--- config.mk ---
export PLATFORM = sky130hd
export DESIGN_NAME = seq_stream_ctrl
export DESIGN_NICKNAME = d
export VERILOG_FILES = /design/src/rtl/sw_pkg.sv /design/src/rtl/seq_base_check.sv /design/src/rtl/seq_stream_ctrl.sv
export SDC_FILE = /design/constraint.sdc
export NUM_CORES = 1
export LEC_CHECK = 0
export BUFFER_PORTS_ARGS = -buffer_cell sky130_fd_sc_hd__buf_2
export CAP_MARGIN = 20
export CORE_ASPECT_RATIO = 0.6
export CORE_UTILIZATION = 40
export CTS_BUF_LIST = sky130_fd_sc_hd__clkbuf_8
export CTS_CLUSTER_DIAMETER = 150
export CTS_CLUSTER_SIZE = 8
export DETAILED_ROUTE_END_ITERATION = 10
export GPL_ROUTABILITY_DRIVEN = 0
export HOLD_SLACK_MARGIN = 0.06
export PLACE_DENSITY = 0.85
export SLEW_MARGIN = 5
export SYNTH_ARGS = -nofsm -noshare
export SYNTH_HDL_FRONTEND = slang
export SYNTH_HIERARCHICAL = 1
export SYNTH_SLANG_ARGS = --single-unit
--- constraint.sdc ---
create_clock -name clk -period 3.2 [get_ports clk]
set_input_delay 0.64 -clock clk [delete_from_list [all_inputs] [get_ports clk]]
set_output_delay 0.64 -clock clk [all_outputs]
set_load 0.005 [all_outputs]
--- src/rtl/sw_pkg.sv ---
// Shared types and constants for the Smith-Waterman sequencing blocks.
package sw_pkg;
  localparam int SW_DATA_WIDTH = 8;
  localparam int SW_DEPTH      = 128;
  localparam int SW_LEN_W      = 8;

  localparam logic [7:0] BASE_A = 8'h41;
  localparam logic [7:0] BASE_C = 8'h43;
  localparam logic [7:0] BASE_G = 8'h47;
  localparam logic [7:0] BASE_T = 8'h54;

  typedef enum logic [1:0] {
    ST_IDLE,
    ST_LOAD,
    ST_STREAM,
    ST_DONE
  } state_t;
endpackage

--- src/rtl/seq_base_check.sv ---
// Combinational DNA base validator: ok is high only for 'A', 'C', 'G' or 'T'.
module seq_base_check
  import sw_pkg::*;
#(
  parameter int DATA_WIDTH = SW_DATA_WIDTH
) (
  input  logic [DATA_WIDTH-1:0] base,
  output logic                  ok
);
  assign ok = (base == DATA_WIDTH'(BASE_A)) || (base == DATA_WIDTH'(BASE_C)) ||
              (base == DATA_WIDTH'(BASE_G)) || (base == DATA_WIDTH'(BASE_T));
endmodule

--- src/rtl/seq_stream_ctrl.sv ---
// Loads a base sequence into the register file, then streams/replays it at one base per cycle with zero read
// latency; out_data/out_valid/out_last hold while out_ready=0. SEQ_STREAM_BASE_CHECK_EN enables base checking.
module seq_stream_ctrl
  import sw_pkg::*;
#(
  parameter int DATA_WIDTH = SW_DATA_WIDTH,
  parameter int DEPTH      = SW_DEPTH,
  parameter int LEN_W      = SW_LEN_W
) (
  input  logic                  clk,
  input  logic                  rst,
  input  logic                  load,
  input  logic                  replay,
  input  logic [DATA_WIDTH-1:0] in_data,
  input  logic                  in_valid,
  input  logic                  in_last,
  output logic                  in_ready,
  output logic [DATA_WIDTH-1:0] out_data,
  output logic                  out_valid,
  output logic                  out_last,
  input  logic                  out_ready,
  output logic                  busy,
  output logic                  done,
  output logic [LEN_W-1:0]      seq_len,
  output logic                  err,
  output logic                  rf_w_en,
  output logic [31:0]           rf_w_addr,
  output logic [31:0]           rf_w_data,
  output logic [31:0]           rf_r_addr,
  input  logic [31:0]           rf_r_data
);
  state_t           st;
  logic [LEN_W-1:0] wr_ptr;
  logic [LEN_W-1:0] rd_ptr;
  logic             base_ok;
  logic             accept;
  logic             final_wr;
  logic             unused_rdata;

`ifdef SEQ_STREAM_BASE_CHECK_EN
  seq_base_check #(.DATA_WIDTH(DATA_WIDTH)) u_base_check (
    .base (in_data),
    .ok   (base_ok)
  );
`else
  assign base_ok = 1'b1;
`endif

  assign accept   = in_ready & in_valid;
  assign rf_w_en  = accept & base_ok;
  // The accept that fills the last entry ends LOAD even without in_last.
  assign final_wr = in_last | (seq_len == LEN_W'(DEPTH - 1));

  assign rf_w_addr = 32'(wr_ptr);
  assign rf_w_data = rf_w_en ? 32'(in_data) : 32'd0;
  assign rf_r_addr = 32'(rd_ptr);
  assign out_data  = out_valid ? rf_r_data[DATA_WIDTH-1:0] : '0;
  assign out_last  = out_valid & (rd_ptr == seq_len - 1'b1);

  assign unused_rdata = ^rf_r_data[31:DATA_WIDTH];

  always_ff @(posedge clk) begin
    if (rst) begin
      st        <= ST_IDLE;
      wr_ptr    <= '0;
      rd_ptr    <= '0;
      seq_len   <= '0;
      in_ready  <= 1'b0;
      out_valid <= 1'b0;
      busy      <= 1'b0;
      done      <= 1'b0;
      err       <= 1'b0;
    end else begin
      case (st)
        ST_IDLE: begin
          if (load) begin
            st       <= ST_LOAD;
            wr_ptr   <= '0;
            seq_len  <= '0;
            err      <= 1'b0;
            in_ready <= 1'b1;
            busy     <= 1'b1;
          end else if (replay && (seq_len != '0)) begin
            st        <= ST_STREAM;
            rd_ptr    <= '0;
            out_valid <= 1'b1;
            busy      <= 1'b1;
          end
        end
        ST_LOAD: begin
          if (accept) begin
            if (!base_ok) begin
              st       <= ST_IDLE;
              err      <= 1'b1;
              seq_len  <= '0;
              in_ready <= 1'b0;
              busy     <= 1'b0;
            end else begin
              wr_ptr  <= wr_ptr + 1'b1;
              seq_len <= seq_len + 1'b1;
              if (final_wr) begin
                st        <= ST_STREAM;
                rd_ptr    <= '0;
                in_ready  <= 1'b0;
                out_valid <= 1'b1;
              end
            end
          end
        end
        ST_STREAM: begin
          if (out_ready) begin
            rd_ptr <= rd_ptr + 1'b1;
            if (out_last) begin
              st        <= ST_DONE;
              out_valid <= 1'b0;
              busy      <= 1'b0;
              done      <= 1'b1;
            end
          end
        end
        ST_DONE: begin
          st   <= ST_IDLE;
          done <= 1'b0;
        end
        default: st <= ST_IDLE;
      endcase
    end
  end
endmodule
Word level (Yosys, flattened, before mapping)
Index checks and enable logic that the tools add are counted.
- bits in registers: 30
- output and inout bits: 119
- logic and storage cells: 78
- add/sub/neg operators: 4
- equality and inequality tests: 13
- muxes and demuxes: 36
- bitwise gates (word level): 3
- reductions and logical operators: 14
- operator list (kind ; count):
    $mux 8 ; 10
    $pmux 8 s2 ; 2
    $add 8x1->8 const B ; 3
    $pmux 8 s3 ; 1
    $ne 2x2->1 const B ; 7
    $mux 1 ; 12
    $mux 2 ; 6
    $eq 8x7->1 const B ; 1
    $eq 8x8->1 ; 1
    $pmux 2 s4 ; 1
    $reduce_and 4->1 ; 2
    $reduce_bool 8->1 ; 1
    $sub 8x1->8 const B ; 1
    $reduce_and 7->1 ; 1
    $pmux 1 s2 ; 3
    $reduce_and 3->1 ; 2
    $reduce_and 6->1 ; 1
    $reduce_bool 2->1 ; 3
    $reduce_and 5->1 ; 1
    $eq 2x2->1 const B ; 2
    $ne 3x3->1 const B ; 1
    $pmux 1 s3 ; 1
    $reduce_bool 3->1 ; 1
    $and 1x1->1 ; 2
    4 further kinds ; 4

Logic depth before layout (Yosys ltp)
- depth in word-level cells: 6
- mapped depth: 10
- gate-level depth less buffers: 9

Least setup slack after synthesis
OpenSTA, ideal clock, no wires.
- path kind: register to output
- from: reg seq_len[0]
- to: out out_last
- data arrival time: 1.631 ns
- required time: 2.560 ns
- setup slack: 0.929 ns
- cell stages (with the launch flop): 8
- buffers on the path: 1
- cells stage by stage: dfxtp_1 inv_1 ha_1 clkbuf_2 nand4b_1 a31o_1 a22oi_1 and3_2
- cells in the longest elaborated chain, start to end: 3
- RTL lines (element ; RTL line ; RTL):
    from (decl) ; seq_stream_ctrl.sv:24 ; output logic [LEN_W-1:0] seq_len,
    from (signal assigned) ; seq_stream_ctrl.sv:100 ; seq_len <= seq_len + 1'b1;
    $sub 8x1->8 ; seq_stream_ctrl.sv:58 ; assign out_last = out_valid & (rd_ptr == seq_len - 1'b1);
    $eq 8x8->1 ; seq_stream_ctrl.sv:58 ;
    $and 1x1->1 ; seq_stream_ctrl.sv:58 ;
    to (decl) ; seq_stream_ctrl.sv:20 ; output logic out_last,
Every way passes these cells.

Final worst setup path
Same ends and word-level chain as after synthesis.

==> flow_metrics.tcl <==
set metrics [dict create \
    grt_first_pass_wirelength_mm 8.69 \
    ys_types 49 \
    ys_warn_count 6 \
    ys_seq_area_frac 0.239 \
    drc 0 \
    cap_violations 0 \
    max_stage_delay_ns 0.45 \
    status "finished, final reports clean" \
    start_kind "flop" \
    first_global_vias 1835 \
    cts_buffers 5 \
    clk_latency_ns 0.29 \
    grt_max_degree 20 \
    ctsLongestPathBuffers 2 \
    tightest_slew_ns 0.923 \
    syn2layout_area_growth_pct 7.55 \
    rsz0062_at_grt "no" \
    ys_top_cells_by_count "buf_4 (75), dfxtp_1 (30), nor2_1 (26)" \
    min_period_ns 2.93 \
    start_util 0.434 \
    antenna_found_initial 0 \
    grtUsageTotal 0.166 \
    wire_per_inst_um 11.8 \
    die_h_um 63.5 \
    dr_total_vias 2105 \
    synth.area.mux_share 0 \
    num_rows 21 \
    cp_slowest_cell "dfxtp_1" \
    synth_area_leader_cell "dfxtp_1" \
    cts_hold_buf 0 \
    drive_gt1_frac 0.244 \
    multiInputGateArea_mm2 0.00152 \
    avgSynthCellArea_um2 8.02 \
    insertedDiodeCount 0 \
    synthCells 314 \
    numClockSinks 30 \
    worstPathArrival_ns 2.29 \
    overflow 0 \
    drt_first_pass_iters 4 \
    critPathKind "reg -> out" \
    synth-compound-area-share 0.118 \
    ys_seq_elements 30 \
    routed_via_density 4.61 \
    port_buffers 68 \
    synthMostInstantiatedCell "buf_4" \
    timing.slew.headroom 0.383 \
    clk_pin_slew_ns 0.07 \
    synth_edf_count 0 \
    layout.nets 432 \
    synth_xor_area_frac 0.0870 \
    cts_max_level 2 \
    power_density_mw_per_mm2 561 \
    synthArstFlopShare 0 \
    root_buffer "clkbuf_8" \
    dpl.hpwl_mm 4.33 \
    yosys.area_share.simple 0.247 \
    cts_tree "built" \
    cp_cell_sequence "inv_1, ha_1, nand4b_1, a31o_1, a22oi_1, and3_2, buf_2" \
    synth_fa_ha_area_frac 0.0447 \
    finalClockSkew_ns 0.00770 \
    post-route-period-util 0.916 \
    synth_area_leaders "dfxtp_1 (24%), buf_4 (22%), xor2_1 (5.2%)" \
    ant_nets 0 \
    power_leakage_nw 1.36 \
    dieArea_mm2 0.00663 \
    seqCellArea_um2 601 \
    critPathRequiredTime_ns 2.56 \
    synth_ff_type "dfxtp_1" \
    core_mm2 0.00581 \
    netlist_area_mm2 0.00252 \
    die_width_um 104 \
    hold_ws_ns 0.512 \
    hold_viol 0 \
    maxSlewViolCount 0 \
    endpoint_kind "primary output" \
    tns_ns 0 \
    irDropWorstVdd_uv 252 \
    cts_resized 0 \
    netlist.area_leader.share 0.239 \
    fmax_mhz 341 \
    io_pins 166 \
    synth_top_family_by_area "buffers and inverters" \
    postCtsSetupRepairBufs 0 \
    hp-class "reg -> reg" \
    drt_iter0_drc 73 \
    power_mw 1.52 \
    wl_mm 5.40 \
    nFillCells 576 \
    setup_viol 0 \
    critPathMaxFanout 8 \
]
[layout make-up]
| type | instances | share of cell area |
|---|---|---|
| Timing Repair Buffer | 69 | 0.128 |
| Clock buffer | 5 | 0.0254 |
| Clock inverter | 3 | 0.0148 |
| Multi-Input combinational cell | 263 | 0.563 |
| Sequential cell | 30 | 0.222 |
| Inverter | 7 | 0.00970 |
| Tap cell | 80 | 0.0370 |
[path summary, 6_finish.rpt]
check | start | end | slack, ns | cells past startpoint
worst max register to register | seq_len[0] | st[1] | 0.81 | 8
worst min-delay path | done | done | 0.51 | 2
worst min register to register | done | done | 0.51 | 2
worst max-delay path | seq_len[0] | out_last | 0.27 | 7
[sequential cells by signal, indices dropped and copies added, names as in the netlist]
register   cells
rd_ptr         8
seq_len        8
wr_ptr         8
st             2
busy           1
done           1
in_ready       1
out_valid      1
[worst max-delay path, delay by kind of cell, from the launching register on]
family                     cells  cell delay (ns)
adders and majority gates      1             0.32
DFF                            1             0.45
buffers and inverters          2             0.24
and+or+nand+nor                2             0.46
AOI/OAI and AO/OA              2             0.53
[metal layers]
metal  vias up  routed length (µm)  GRT usage
met5         -                   0          0
met3         8                 409     0.0497
met4         0                  68     0.0571
met1       983                2480      0.217
li1       1037                   -          -
met2        77                2440      0.259
[metrics by stage]
step,utilization,instances,setup slack [ns],cell area (µm²)
floorplan,-,386,0.929,2790
global placement,0.448,449,0.693,2600
detailed placement,0.448,449,0.577,2600
CTS,0.466,457,0.257,2710
global route,0.466,457,0.110,2710
finish,0.466,457,0.270,2710
[cell usage in the layout (no fill, tap or decap), drive strengths merged, types with 2 or more instances in the layout]
master  instances
nand4           8
a211oi          2
nand3b          2
nor4            2
dfxtp          30
conb           73
nor2           26
nand2          18
clkbuf          5
and2            8
o21bai          2
a31o            2
nand4b          2
o21a            3
o21ai           9
ha              9
xnor2          10
clkinv          2
or2b            2
or3             5
xor2           15
and3           12
buf            69
a21oi          15
nand2b          2
nand3          11
a311oi          2
nor3           11
inv             7
[report_power, final]
group          switching (mW)  leakage (nW)  internal [mW]
registers              0.0492         0.243          0.412
clock network           0.151        0.0579          0.229
logic                   0.417          1.06          0.262
total                   0.617          1.36          0.902
[cell families after synthesis]
kind of cell | count (synthesis)
buf+inv | 93
simple gates | 113
compound gates | 43
xor+xnor | 25
flops | 30
other cells | 1
fa+ha+maj | 9
No activity file was read; power rests on OpenSTA's default activity.
